File: config.mk
export PLATFORM = sky130hd
export DESIGN_NAME = mem_access_unit
export DESIGN_NICKNAME = d
export VERILOG_FILES = /design/src/rtl/mem_access_unit_pkg.sv /design/src/rtl/mem_access_unit_lane_align.sv /design/src/rtl/mem_access_unit.sv
export SDC_FILE = /design/constraint.sdc
export NUM_CORES = 1
export LEC_CHECK = 0
export ABC_AREA = 1
export BUFFER_PORTS_ARGS = -buffer_cell sky130_fd_sc_hd__buf_2
export CAP_MARGIN = 30
export CORE_ASPECT_RATIO = 1.1
export CORE_UTILIZATION = 49
export DETAILED_ROUTE_END_ITERATION = 16
export HOLD_SLACK_MARGIN = 0.03
export PLACE_DENSITY = 0.83
export RECOVER_POWER = 50
export SLEW_MARGIN = 10
export SYNTH_ARGS = -nofsm -noshare
export SYNTH_HDL_FRONTEND = slang
export SYNTH_SLANG_ARGS = --single-unit
File: constraint.sdc
create_clock -name iClk -period 1.8 [get_ports iClk]
set_clock_uncertainty 0.2 [all_clocks]
set_input_delay 0.18 -clock iClk [delete_from_list [all_inputs] [get_ports iClk]]
set_output_delay 0.18 -clock iClk [all_outputs]
set_load 0.1 [all_outputs]
File: src/rtl/mem_access_unit_pkg.sv
// Shared types and helpers for the load/store unit between ALU and writeback.
// Misalignment trapping is selected by MEM_MISALIGN_TRAP_EN in the top module.
package mem_access_unit_pkg;

    localparam int cXLEN         = 32;
    localparam int cAddrWidth    = 32;
    localparam int cRegAddrWidth = 5;

    typedef enum logic [2:0] {
        eLB  = 3'b000,
        eLH  = 3'b001,
        eLW  = 3'b010,
        eLBU = 3'b100,
        eLHU = 3'b101
    } tMemOpType;

    typedef enum logic [1:0] {
        IDLE = 2'd0,
        REQ  = 2'd1,
        RESP = 2'd2,
        WB   = 2'd3
    } tMemState;

    typedef struct packed {
        logic [cAddrWidth-1:0]    addr;
        logic [cXLEN-1:0]         data;
        tMemOpType                opType;
        logic                     read;
        logic                     write;
        logic [cRegAddrWidth-1:0] rdAddr;
    } tMemReq;

    function automatic logic is_valid_op(input logic [2:0] op);
        return (op == 3'b000) || (op == 3'b001) || (op == 3'b010) ||
               (op == 3'b100) || (op == 3'b101);
    endfunction

    function automatic logic is_misaligned(input tMemOpType op, input logic [1:0] offset);
        case (op)
            eLH, eLHU: return offset[0];
            eLW:       return offset != 2'b00;
            default:   return 1'b0;
        endcase
    endfunction

    // Natural alignment for the access size: halves drop bit 0, words drop both bits.
    function automatic logic [1:0] align_offset(input tMemOpType op, input logic [1:0] offset);
        case (op)
            eLH, eLHU: return {offset[1], 1'b0};
            eLW:       return 2'b00;
            default:   return offset;
        endcase
    endfunction

endpackage

File: src/rtl/mem_access_unit_lane_align.sv
// Byte-lane steering: byte enables and replicated store data on the way out,
// lane extraction with sign/zero extension on the way back.
module lsu_lane_align
    import mem_access_unit_pkg::*;
(
    input  tMemOpType        op_type,
    input  logic [1:0]       offset,
    input  logic [cXLEN-1:0] store_data,
    input  logic [cXLEN-1:0] load_word,
    output logic [3:0]       be,
    output logic [cXLEN-1:0] wdata,
    output logic [cXLEN-1:0] load_data
);

    logic [7:0]  byte_sel;
    logic [15:0] half_sel;

    always_comb begin
        be    = 4'b0000;
        wdata = store_data;
        case (op_type)
            eLB, eLBU: begin
                be    = 4'b0001 << offset;
                wdata = {4{store_data[7:0]}};
            end
            eLH, eLHU: begin
                be    = 4'b0011 << offset;
                wdata = {2{store_data[15:0]}};
            end
            eLW: begin
                be    = 4'b1111;
                wdata = store_data;
            end
            default: begin
                be    = 4'b0000;
                wdata = store_data;
            end
        endcase
    end

    always_comb begin
        byte_sel = load_word[7:0];
        case (offset)
            2'd0:    byte_sel = load_word[7:0];
            2'd1:    byte_sel = load_word[15:8];
            2'd2:    byte_sel = load_word[23:16];
            default: byte_sel = load_word[31:24];
        endcase
        half_sel = offset[1] ? load_word[31:16] : load_word[15:0];
    end

    always_comb begin
        load_data = load_word;
        case (op_type)
            eLB:     load_data = {{24{byte_sel[7]}}, byte_sel};
            eLBU:    load_data = {24'd0, byte_sel};
            eLH:     load_data = {{16{half_sel[15]}}, half_sel};
            eLHU:    load_data = {16'd0, half_sel};
            default: load_data = load_word;
        endcase
    end

endmodule

File: src/rtl/mem_access_unit.sv
// Load/store unit: runs one memOp at a time on the data-memory req/gnt/rvalid bus.
// Define MEM_MISALIGN_TRAP_EN to trap misaligned accesses instead of force-aligning them.
module mem_access_unit #(
    parameter int cXLEN         = 32,
    parameter int cAddrWidth    = 32,
    parameter int cRegAddrWidth = 5
) (
    input  logic                     iClk,
    input  logic                     iRst,
    input  logic                     iValid,
    output logic                     oReady,
    input  logic                     iRead,
    input  logic                     iWrite,
    input  logic [2:0]               iOpType,
    input  logic [cAddrWidth-1:0]    iAddr,
    input  logic [cXLEN-1:0]         iData,
    input  logic [cRegAddrWidth-1:0] iRdAddr,
    output logic                     oStall,
    output logic                     oDmemReq,
    output logic                     oDmemWe,
    output logic [cAddrWidth-1:0]    oDmemAddr,
    output logic [3:0]               oDmemBe,
    output logic [cXLEN-1:0]         oDmemWdata,
    input  logic                     iDmemGnt,
    input  logic                     iDmemRvalid,
    input  logic [cXLEN-1:0]         iDmemRdata,
    output logic                     oRegDv,
    output logic [cRegAddrWidth-1:0] oRegAddr,
    output logic [cXLEN-1:0]         oRegData,
    output logic                     oMisalign,
    output logic [1:0]               oDbgState
);

    import mem_access_unit_pkg::*;

    // Handshake: a request is taken on a rising edge where iValid=1 and oReady=1;
    // the memory takes the bus request on an edge where oDmemReq=1 and iDmemGnt=1.
    tMemState              state, state_next;
    tMemReq                req_q;
    logic [cXLEN-1:0]      load_q;
    tMemOpType             op_in;
    logic                  accept;
    logic                  issue;
    logic [cAddrWidth-1:0] addr_in;
    logic [3:0]            lane_be;
    logic [cXLEN-1:0]      lane_wdata;
    logic [cXLEN-1:0]      lane_load;

    assign op_in  = tMemOpType'(iOpType);
    assign accept = (state == IDLE) && iValid && (iRead || iWrite) && is_valid_op(iOpType);

`ifdef MEM_MISALIGN_TRAP_EN
    logic trap;
    logic misalign_q;

    assign trap    = accept && is_misaligned(op_in, iAddr[1:0]);
    assign issue   = accept && !trap;
    assign addr_in = iAddr;

    always_ff @(posedge iClk or negedge iRst) begin
        if (!iRst) begin
            misalign_q <= 1'b0;
        end else begin
            misalign_q <= trap;
        end
    end

    assign oMisalign = misalign_q;
`else
    assign issue     = accept;
    assign addr_in   = {iAddr[cAddrWidth-1:2], align_offset(op_in, iAddr[1:0])};
    assign oMisalign = 1'b0;
`endif

    always_ff @(posedge iClk or negedge iRst) begin
        if (!iRst) begin
            state <= IDLE;
        end else begin
            state <= state_next;
        end
    end

    always_comb begin
        state_next = state;
        case (state)
            IDLE:    if (issue) state_next = REQ;
            REQ:     if (iDmemGnt) state_next = req_q.read ? RESP : IDLE;
            RESP:    if (iDmemRvalid) state_next = WB;
            WB:      state_next = IDLE;
            default: state_next = IDLE;
        endcase
    end

    // A simultaneous read+write request is treated as a load.
    always_ff @(posedge iClk or negedge iRst) begin
        if (!iRst) begin
            req_q  <= '0;
            load_q <= '0;
        end else begin
            if (issue) begin
                req_q.addr   <= addr_in;
                req_q.data   <= iData;
                req_q.opType <= op_in;
                req_q.read   <= iRead;
                req_q.write  <= iWrite && !iRead;
                req_q.rdAddr <= iRdAddr;
            end
            if ((state == RESP) && iDmemRvalid) begin
                load_q <= lane_load;
            end
        end
    end

    lsu_lane_align u_lane_align (
        .op_type    (req_q.opType),
        .offset     (req_q.addr[1:0]),
        .store_data (req_q.data),
        .load_word  (iDmemRdata),
        .be         (lane_be),
        .wdata      (lane_wdata),
        .load_data  (lane_load)
    );

    // Bus and writeback fields are zeroed outside their own state so idle outputs stay quiet.
    always_comb begin
        oReady     = 1'b0;
        oStall     = 1'b1;
        oDmemReq   = 1'b0;
        oDmemWe    = 1'b0;
        oDmemAddr  = '0;
        oDmemBe    = 4'b0000;
        oDmemWdata = '0;
        oRegDv     = 1'b0;
        oRegAddr   = '0;
        oRegData   = '0;
        case (state)
            IDLE: begin
                oReady = 1'b1;
                oStall = 1'b0;
            end
            REQ: begin
                oDmemReq   = 1'b1;
                oDmemWe    = req_q.write;
                oDmemAddr  = {req_q.addr[cAddrWidth-1:2], 2'b00};
                oDmemBe    = lane_be;
                oDmemWdata = lane_wdata;
            end
            WB: begin
                oRegDv   = (req_q.rdAddr != '0);
                oRegAddr = req_q.rdAddr;
                oRegData = load_q;
            end
            default: ;
        endcase
    end

    assign oDbgState = state;

endmodule

==> results.md, run 1 <==
- Status: stopped before the end
- Exit stage: clock tree synthesis
- Tool Error: [ERROR DPL-0038] Utilization greater than 100%, impossible to legalize
- Seq cells post-synth: roughly 110
- Syn Inst Count: 810
- Post-synth EDFFs: 0
- Post-CTS setup buffers: 17
- Placement Rows: between 40 and 50
- Placer Congestion: approximately 0.89
- Netlist cell types: 28
- DP Worst Slack: -0.04048 ns
- TritonCTS Sinks: 108
- CTS max path bufs: 2
- Ys flop type: dfrtp_1
- Buffers on Ports: 220
- Yosys warnings: 0
- Area leader, netlist: dfrtp_1
- CTS hold repair buffers: slightly above 100
- Avg Inst Size Synth: a little over 7 sq um
- Share of Yosys cell area claimed by the top area cell type: 46.85%
- H-tree depth: 3
- Post-cts gate resize count: 61
- Dpl hpwl: between 15000 and 20000 microns
- Die height: around 120 microns
- Sequential-to-total area share from yosys stat: 46.85%
- Clk root buf: clkbuf_16
- Ys async rst share: 100.0%
- Die width: approximately 110 microns
- Placed Cells: between 1000 and 1500
- CTS buffer count: 9
- IO Count: approximately 220
- Initial cell density of the core: 50.20%
- Post-Syn Area: 5768 sq um
- Synth area leaders: dfrtp_1, nor2_1, nand2_1
[cell usage after synthesis (2+ instances only)]
master,instances
nand2_2,2
o22ai_1,13
clkbuf_1,24
dfrtp_1,108
a21oi_1,81
buf_1,3
nor2_4,4
o21ai_1,5
buf_6,8
nand2_1,156
inv_2,6
o21ai_0,29
nor2_1,167
nor3_1,5
nand3_1,60
inv_1,117
buf_2,7
buf_4,5
[cell families after synthesis]
logic type      after synthesis  synth area share, %
compound gates              132                11.95
buf+inv                     171                12.65
flops                       108                46.85
other cells                   1              0.06501
simple gates                398                28.48
[per-stage QoR]
stage / utilization (%) / area, sq um
detailed placement: 86.27 / 9913
global placement: 86.27 / 9913
floorplan: - / 6820
==> inputs of run 2 (changes only) <==
--- a/config.mk
+++ b/config.mk
@@ -8,11 +8,9 @@
 export ABC_AREA = 1
 export BUFFER_PORTS_ARGS = -buffer_cell sky130_fd_sc_hd__buf_2
 export CAP_MARGIN = 30
-export CORE_ASPECT_RATIO = 1.1
-export CORE_UTILIZATION = 49
+export CORE_UTILIZATION = 35
 export DETAILED_ROUTE_END_ITERATION = 16
-export HOLD_SLACK_MARGIN = 0.03
-export PLACE_DENSITY = 0.83
+export PLACE_DENSITY_LB_ADDON = 0.15
 export RECOVER_POWER = 50
 export SLEW_MARGIN = 10
 export SYNTH_ARGS = -nofsm -noshare
==> run 2 against run 1 <==
The flow now finishes, with violations (hold timing, setup timing). Synthesized cell count is the same. Synthesized area unchanged.
==> results.md, run 2 <==
- Netlist cell types: 28
- TritonCTS Sinks: between 100 and 150
- WP data arrival: roughly 1.8 ns
- CTS max path bufs: 2
- Synth area leaders: dfrtp_1, nor2_1, nand2_1
- Dpl hpwl: roughly 14000 microns
- Initial DRC count: between 500 and 600
- Worst hold endpoint: load_q[9]
- Placed Cells: 1250
- Worst setup margin: -0.3353 ns
- Seq cells post-synth: between 100 and 150
- Sequential-to-total area share from yosys stat: a little under half
- Die width: around 130 microns
- Placement Rows: between 40 and 50
- Period utilization: 118.6%
- Max Cap Violations: 0
- Worst reg2reg path endpoint: req_q[25]
- Core Area: 16000 sq um
- Avg WL per Cell: between 15 and 20 microns
- Slew @ Worst Pin: ~0.81 ns
- Minimum clock period: between 2 and 2.5 ns
- Number of flip-flops in the largest register: 74
- Worst-Skew Late Latency: between 0.3 and 0.4 ns
- Total gr overflow: 0
- Die ar.: 17000 sq um
- Yosys warnings: 0
- TritonRoute pass-1 iters: 5
- HP Class: in -> reg
- Share of cells above drive strength 1: a little over two fifths
- Failing checks: hold timing, setup timing
- First-pass GRT wire length: roughly 34000 microns
- All-Layer GR Usage: around a quarter
- IO Count: approximately 220
- Largest net degree at the start of global routing: between 60 and 70
- Placer Congestion: a little under 0.9
- Flop2flop setup slack: -0.09 ns
- Hold Fails Final Rpt: 1
- Area leader, netlist: dfrtp_1
- Avg Inst Size Synth: a little over 7 sq um
- Required @ worst endpoint: around 1.4 ns
- Ys async rst share: 100.0%
- Reg clk slew, reported paths: about 0.070 ns
- Via count: ~7100
- Hold Slack: -0.0008115 ns
- Beginning of the worst hold path: iDmemRdata[9]
- Finish-stage setup viols: 188
- Final Max Slew Viols: 0
- Initial antenna violation count: 0
- Reg-to-Reg Start: oDbgState[0]
- Synth top cells by count: nor2_1, nand2_1, inv_1, dfrtp_1, a21oi_1
- Biggest register: req_q
- Commonest cells after routing, fill and taps aside: nand2_1, buf_12, inv_1, buf_2, dfrtp_1
- Fillers: roughly 1000
- Drt total wl: about 25000 microns
- Crit. End Element: output port
- Diodes inserted: 0
- Worst R2R Path Depth: 9
- Vias in the first global route: slightly below 7000
- Antenna-violating nets left: 0
- Hold Crit Depth: 5
- DRC viols: 0
- Initial cell density of the core: 36.05%
- Buffers on Ports: between 200 and 250
- FF/Latch Area: 2713 sq um
- Crit path launch type: flip-flop
- Post-Syn Area: 5768 sq um
- Final Instance Count excl. Fillers: approximately 1400
- CTS tree: built
- Vias per cell: between 5 and 6
- CTS buffer count: 9
- Status: finished with violations
- RSZ-0062 raised after global routing: yes
- Area of the multi-input gates: 3754 sq um
- Fin nets: ~1300
- Count leader, synth: nor2_1
- Syn Inst Count: between 800 and 900
- FMAX: roughly 470 MHz
- Layout-stage area growth over the synthesis result: 117.2%
- CP Class: reg -> out
- Share of Yosys cell area claimed by the top area cell type: between 40% and 50%
- Die height: between 100 and 150 microns
- Post-synth EDFFs: 0
- Critical path peak fanout: 10
- Ys flop type: dfrtp_1
- Commonest non-fill, non-tap cell in the layout: nand2_1
- H-tree depth: 3
- Clk root buf: clkbuf_16
- Slew HR: a little under half
[run 2: how the worst max path moves through the flow]
stage	end	slack [ns]	cells after the start
6_report	oDmemWdata[1]	-0.34	7
5_1_grt	oDmemWdata[1]	-0.36	7
3_5_place_dp	oDmemAddr[11]	-0.02	7
3_3_place_gp	oDmemWdata[29]	0.005	7
2_1_floorplan	oDmemWdata[16]	-0.38	6
4_1_cts	oDmemWdata[1]	-0.35	7
[run 2: layer usage]
layer | part of all wire, % | global-route usage [%]
met3 | 7.6 | 6.148
met4 | 3.3 | 10.75
met1 | 37 | 30.47
met5 | 0 | 0
met2 | 52 | 46.28
[run 2: timing repair]
item,CTS,global route
resized for setup,83,61
pin swaps,11,10
setup buffers,17,9
setup endpoints to repair,126,214
hold buffers,97,0
hold endpoints to repair,205,0
gates cloned,5,21
[run 2: metrics by stage]
stage               utilization [%]  setup WS [ns]  instance area (sq um)  TNS [ns]  hold WS (ns)
floorplan                         -        -0.3804                   6820    -44.03       -0.3156
global placement              62.25       0.005195                   9961         0       0.01636
detailed placement            62.25       -0.01551                   9961  -0.06122       0.01060
CTS                           74.01        -0.3488                  11840    -28.58     0.0003310
global route                  78.28        -0.3647                  12530    -40.84      0.003689
finish                        78.28        -0.3353                  12530    -30.93    -0.0008115
[run 2: worst max-delay path, cell delays in order, from the launching register on]
cell,delay [ns]
dfrtp_4,0.50
inv_6,0.08
nand2_8,0.05
buf_8,0.14
buf_12,0.15
buf_12,0.16
nor2_4,0.11
buf_12,0.18
[run 2: area by class of cell]
cell class,count,share of cell area [%]
Clock inverter,5,0.4695
Timing Repair inverter,1,0.03996
Inverter,124,4.026
Multi-Input combinational cell,538,29.97
Clock buffer,11,1.938
Tap cell,216,2.158
Sequential cell,108,21.66
Timing Repair Buffer,408,39.75
[run 2: kinds of logic (layout without fill, tap and decap cells)]
group                  after synthesis  count (layout)  share of synthesized area [%]
and+or+nand+nor                    398             403                          28.48
other                                1               3                        0.06501
DFF                                108             108                          46.85
buffers and inverters              171             549                          12.65
AOI/OAI and AO/OA                  132             132                          11.95
Power of run 2 is left out: the tool's default activity adds up to more than one toggle a clock period on the data nets, which glitch-free logic cannot reach.
==> inputs of run 3 (changes only) <==
--- a/config.mk
+++ b/config.mk
@@ -9,6 +9,7 @@
 export BUFFER_PORTS_ARGS = -buffer_cell sky130_fd_sc_hd__buf_2
 export CAP_MARGIN = 30
 export CORE_UTILIZATION = 35
+export CTS_BUF_LIST = sky130_fd_sc_hd__clkbuf_16
 export DETAILED_ROUTE_END_ITERATION = 16
 export PLACE_DENSITY_LB_ADDON = 0.15
 export RECOVER_POWER = 50
==> run 3 against run 2 <==
The run still ends with hold timing, setup timing left. Critical path depth unchanged. Cell count is 0.28% higher. Non-clock buffer count increased by 3. Fmax increased by 0.15%. Sequential share of layout area about the same. First-iteration DRC count increased by 2.6%. Highest routed layer unchanged.
==> results.md, run 3 (synthesis results as in run 2) <==
- Status: finished with violations
- Failing checks: hold timing, setup timing
- Clk root buf: clkbuf_16
- Fin nets: 1304
- Minimum clock period: 2.132 ns
- Final instance area: around 13000 sq um
- Hold Slack: -0.01021 ns
- Hold Fails Final Rpt: 2
- Worst setup margin: -0.3321 ns
- Commonest non-fill, non-tap cell in the layout: nand2_1
- Crit. End Element: output port
- Initial DRC count: 551
- Die height: 130.4 microns
- TritonRoute pass-1 iters: 5
- Dpl hpwl: approximately 14000 microns
- Antenna-violating nets left: 0
- Required @ worst endpoint: about 1.4 ns
- RSZ-0062 raised after global routing: yes
- Avg WL per Cell: between 15 and 20 microns
- Drt total wl: approximately 25000 microns
- DRC viols: 0
- Reg clk slew, reported paths: 0.07 ns
- All-Layer GR Usage: a little over a quarter
- HP Class: in -> reg
- Placement Rows: 46
- Slew @ Worst Pin: 0.8016 ns
- IO Count: ~220
- Vias per cell: about 5
- Share of cells above drive strength 1: 43.49%
- H-tree depth: 3
- Initial cell density of the core: 36.05%
- Initial antenna violation count: 1
- Total gr overflow: 0
- Via count: 7090
- Final Max Slew Viols: 0
- CTS buffer count: 9
- TritonCTS Sinks: about 110
- Layout-stage area growth over the synthesis result: 117.5%
- Biggest register: req_q
- First-pass GRT wire length: 33920 microns
- Core Area: 16000 sq um
- Finish-stage setup viols: roughly 190
- CP Class: reg -> out
- Placer Congestion: 0.8840
- Period utilization: 118.4%
- Vias in the first global route: between 6000 and 7000
- Die width: about 130 microns
- FMAX: 469.0 MHz
- CTS max path bufs: 2
- Commonest cells after routing, fill and taps aside: nand2_1, buf_12, inv_1, buf_2, dfrtp_1
- Number of flip-flops in the largest register: 74
- Buffers on Ports: 220
- Crit path launch type: flip-flop
- CTS tree: built
- Die ar.: approximately 17000 sq um
- DP Area: 9961 sq um
- Critical path peak fanout: 6
- WP data arrival: approximately 1.8 ns
- Max Cap Violations: 0
- Largest net degree at the start of global routing: ~60
- Slew HR: 46.56%
- Worst-Skew Late Latency: between 0.3 and 0.4 ns
[run 3: cell types whose count changed in the layout (fill, tap and decap cells not counted), sizes merged]
cell and change:
clkbuf -2, diode +1, buf +3, clkinv +2
[run 3: critical path: stages (launching register included)]
cell and delay, ns:
dfrtp_4 0.50, inv_6 0.08, nand2_8 0.05, buf_8 0.14, buf_12 0.15, buf_4 0.17
nor2_4 0.11, buf_12 0.18
[run 3: final timing paths]
| kind | start | to | slack (ns) | cells past startpoint |
|---|---|---|---|---|
| setup / recovery | flip-flop | oDmemAddr[4] | -0.33 | 7 |
| hold / removal | iDmemRdata[19] | load_q[19] | -0.01 | 5 |
| setup reg to reg | oDbgState[0] | req_q[51] | -0.10 | 9 |
| hold reg to reg | load_q[10] | load_q[10] | 0.27 | 2 |
| max in group asynchronous | iRst | asynchronous set/reset pin | 0.40 | 3 |
| min in group asynchronous | iRst | load_q[12] | 0.39 | 3 |
[run 3: cell type report]
cell class                 count  area [sq um]
clock buffer                   9         225.2
tap                          216         270.3
antenna                        1         2.502
inverter                     124         506.7
sequential                   108          2713
timing repair buffer         411          5029
multi-input combinational    538          3730
fill                        1027          3453
timing repair inverter         1         5.005
clock inverter                 7         66.31
[run 3: through the flow]
step,utilization [%],setup TNS [ns],setup slack [ns],std cells,hold WS (ns)
after CTS,73.94,-28.63,-0.3488,1382,0.0009763
after global placement,62.25,0,0.005195,1250,0.01636
final,78.42,-31.16,-0.3321,1415,-0.01021
after floorplan,-,-44.03,-0.3804,812,-0.3156
after detailed placement,62.25,-0.06122,-0.01551,1250,0.01060
after global routing,78.42,-41.38,-0.3696,1415,0.004489
[run 3: layer usage]
| metal | wire [microns] | global-route usage [%] |
|---|---|---|
| met5 | 0 | 0 |
| met4 | 830 | 10.55 |
| met3 | 1800 | 6.107 |
| met2 | 13120 | 46.43 |
| met1 | 9357 | 30.36 |
[run 3: repair_timing]
item / CTS / global route
endpoints found under the setup margin: 126 / 214
hold endpoints to repair: 205 / 0
buffers inserted: 17 / 13
gates cloned: 5 / 22
hold buffers: 97 / 0
pin swaps: 11 / 13
resized for setup: 82 / 59
Power of run 3 is left out for the same reason.
==> inputs of run 4 (changes only) <==
--- a/config.mk
+++ b/config.mk
@@ -8,6 +8,7 @@
 export ABC_AREA = 1
 export BUFFER_PORTS_ARGS = -buffer_cell sky130_fd_sc_hd__buf_2
 export CAP_MARGIN = 30
+export CORE_ASPECT_RATIO = 1.1
 export CORE_UTILIZATION = 35
 export CTS_BUF_LIST = sky130_fd_sc_hd__clkbuf_16
 export DETAILED_ROUTE_END_ITERATION = 16
==> run 4 against run 3 <==
The run still ends with hold timing, setup timing left. Routed wire length decreased by 1.3%. Register-to-register slack got worse by 0.04 ns. Critical endpoint is now oDmemBe[3]. Critical path type unchanged. Cell count decreased by 0.64%. First-iteration DRC count decreased by 26%. Die area about the same. Worst setup slack got worse by 0.011 ns. Sequential cell count unchanged.
==> results.md, run 4 (synthesis results as in run 2) <==
- Reg clk slew, reported paths: 0.07 ns
- Core Area: around 16000 sq um
- Die height: ~140 microns
- Vias in the first global route: 6659
- Avg WL per Cell: about 18 microns
- Drt total wl: 24800 microns
- CTS tree: built
- Via count: 7037
- All-Layer GR Usage: around a quarter
- Hold Crit Depth: 5
- First-pass GRT wire length: 33830 microns
- Worst setup margin: -0.3428 ns
- H-tree depth: 3
- Number of flip-flops in the largest register: between 70 and 80
- Worst path slowest cell: dfrtp_2
- Initial antenna violation count: 0
- CP max stage delay: approximately 0.47 ns
- Biggest register: req_q
- Slew @ Worst Pin: between 0.9 and 1 ns
- Largest net degree at the start of global routing: 47
- Layout-stage area growth over the synthesis result: 117.2%
- Hold Fails Final Rpt: 2
- CTS buffer count: 9
- Placement Rows: 48
- Antenna-violating nets left: 0
- TritonCTS Sinks: between 100 and 150
- Vias per cell: 5.005
- Status: finished with violations
- Final Instance Count excl. Fillers: 1406
- CTS max path bufs: 2
- FMAX: ~470 MHz
- Max Cap Violations: 0
- DRC viols: 0
- Hold Slack: -0.008334 ns
- Critical path peak fanout: 8
- Crit path launch type: flip-flop
- Minimum clock period: 2.143 ns
- Die width: between 100 and 150 microns
- Crit. End Element: output port
- CP Class: reg -> out
- Period utilization: 119.0%
- Slew HR: between 30% and 40%
- RSZ-0062 raised after global routing: yes
- Diodes inserted: 0
- Final Util: between 70% and 80%
- Commonest cells after routing, fill and taps aside: nand2_1, buf_12, inv_1, buf_2, dfrtp_1
- Worst-path cell chain: buf_6 -> nor2_4 -> inv_4 -> nand2_4 -> nand3_2 -> a21oi_4 -> buf_12
- WP data arrival: 1.76 ns
- TritonRoute pass-1 iters: 4
- Clk root buf: clkbuf_16
- Initial DRC count: slightly above 400
- Share of cells above drive strength 1: a little over two fifths
- Die ar.: 17000 sq um
- Final Max Slew Viols: 0
- HP Class: in -> reg
- Dpl hpwl: 14460 microns
- Failing checks: hold timing, setup timing
- Worst-Skew Late Latency: approximately 0.36 ns
- IO Count: 224
- Required @ worst endpoint: about 1.4 ns
- Total gr overflow: 0
- Placed Cells: between 1000 and 1500
- Finish-stage setup viols: 165
- Fin nets: approximately 1300
- Commonest non-fill, non-tap cell in the layout: nand2_1
- Worst R2R Path Depth: 9
- Placer Congestion: 0.8810
- Buffers on Ports: 220
- Initial cell density of the core: 36.24%
[run 4: cell count changes in the layout (fill, tap and decap cells not counted), sizes merged, moves of 2 or more]
cell,change
clkinv,+2
nand4,-3
buf,+11
clkbuf,+2
[run 4: final timing paths]
| kind | start | end | slack [ns] |
|---|---|---|---|
| worst max-delay path | req_q[8] | oDmemBe[3] | -0.34 |
| worst min-delay path | iDmemRdata[26] | load_q[26] | -0.008 |
| worst max register to register | oDbgState[0] | req_q[60] | -0.14 |
| worst min register to register | req_q[6] | req_q[6] | 0.28 |
| max in group asynchronous | iRst | req_q[42] | 0.22 |
| min in group asynchronous | iRst | load_q[1] | 0.28 |
[run 4: through the flow]
stage          setup TNS, ns  instance area, sq um  worst slack (ns)
2_1_floorplan         -44.03                  6820           -0.3804
3_3_place_gp         -0.2456                  9978          -0.03870
3_5_place_dp         -0.3394                  9978          -0.05844
4_1_cts               -23.59                 11680           -0.3097
5_1_grt               -37.66                 12530           -0.3862
6_report              -28.35                 12530           -0.3428
[run 4: what timing repair did]
| item | in CTS | in global routing |
|---|---|---|
| gates cloned | 3 | 25 |
| gates resized for setup | 61 | 62 |
| setup endpoints to repair | 110 | 205 |
| endpoints found under the hold margin | 163 | 0 |
| pin swaps | 13 | 8 |
| hold buffers | 96 | 0 |
| buffers inserted | 16 | 16 |
[run 4: final cells by class]
cell class / instances / area [sq um]
timing repair inverter: 1 / 5.005
inverter: 124 / 513.0
sequential: 108 / 2714
multi-input combinational: 536 / 3592
clock buffer: 9 / 225.2
clock inverter: 6 / 33.78
tap: 200 / 250.2
timing repair buffer: 422 / 5197
fill: 985 / 3385
[run 4: routing by layer]
metal / track usage [%] / vias up / routed length, microns
met5: 0 / - / 0
met4: 11.78 / 0 / 848
met3: 5.786 / 51 / 1524
met2: 44.57 / 274 / 12910
met1: 29.65 / 3413 / 9507
li1: - / 3299 / -
[run 4: critical path, delay by kind of cell (launching register included)]
kind	cells	cell delay (ns)
simple gates	3	0.34
flops	1	0.47
compound gates	1	0.16
buf+inv	3	0.44
Power of run 4 is left out for the same reason.
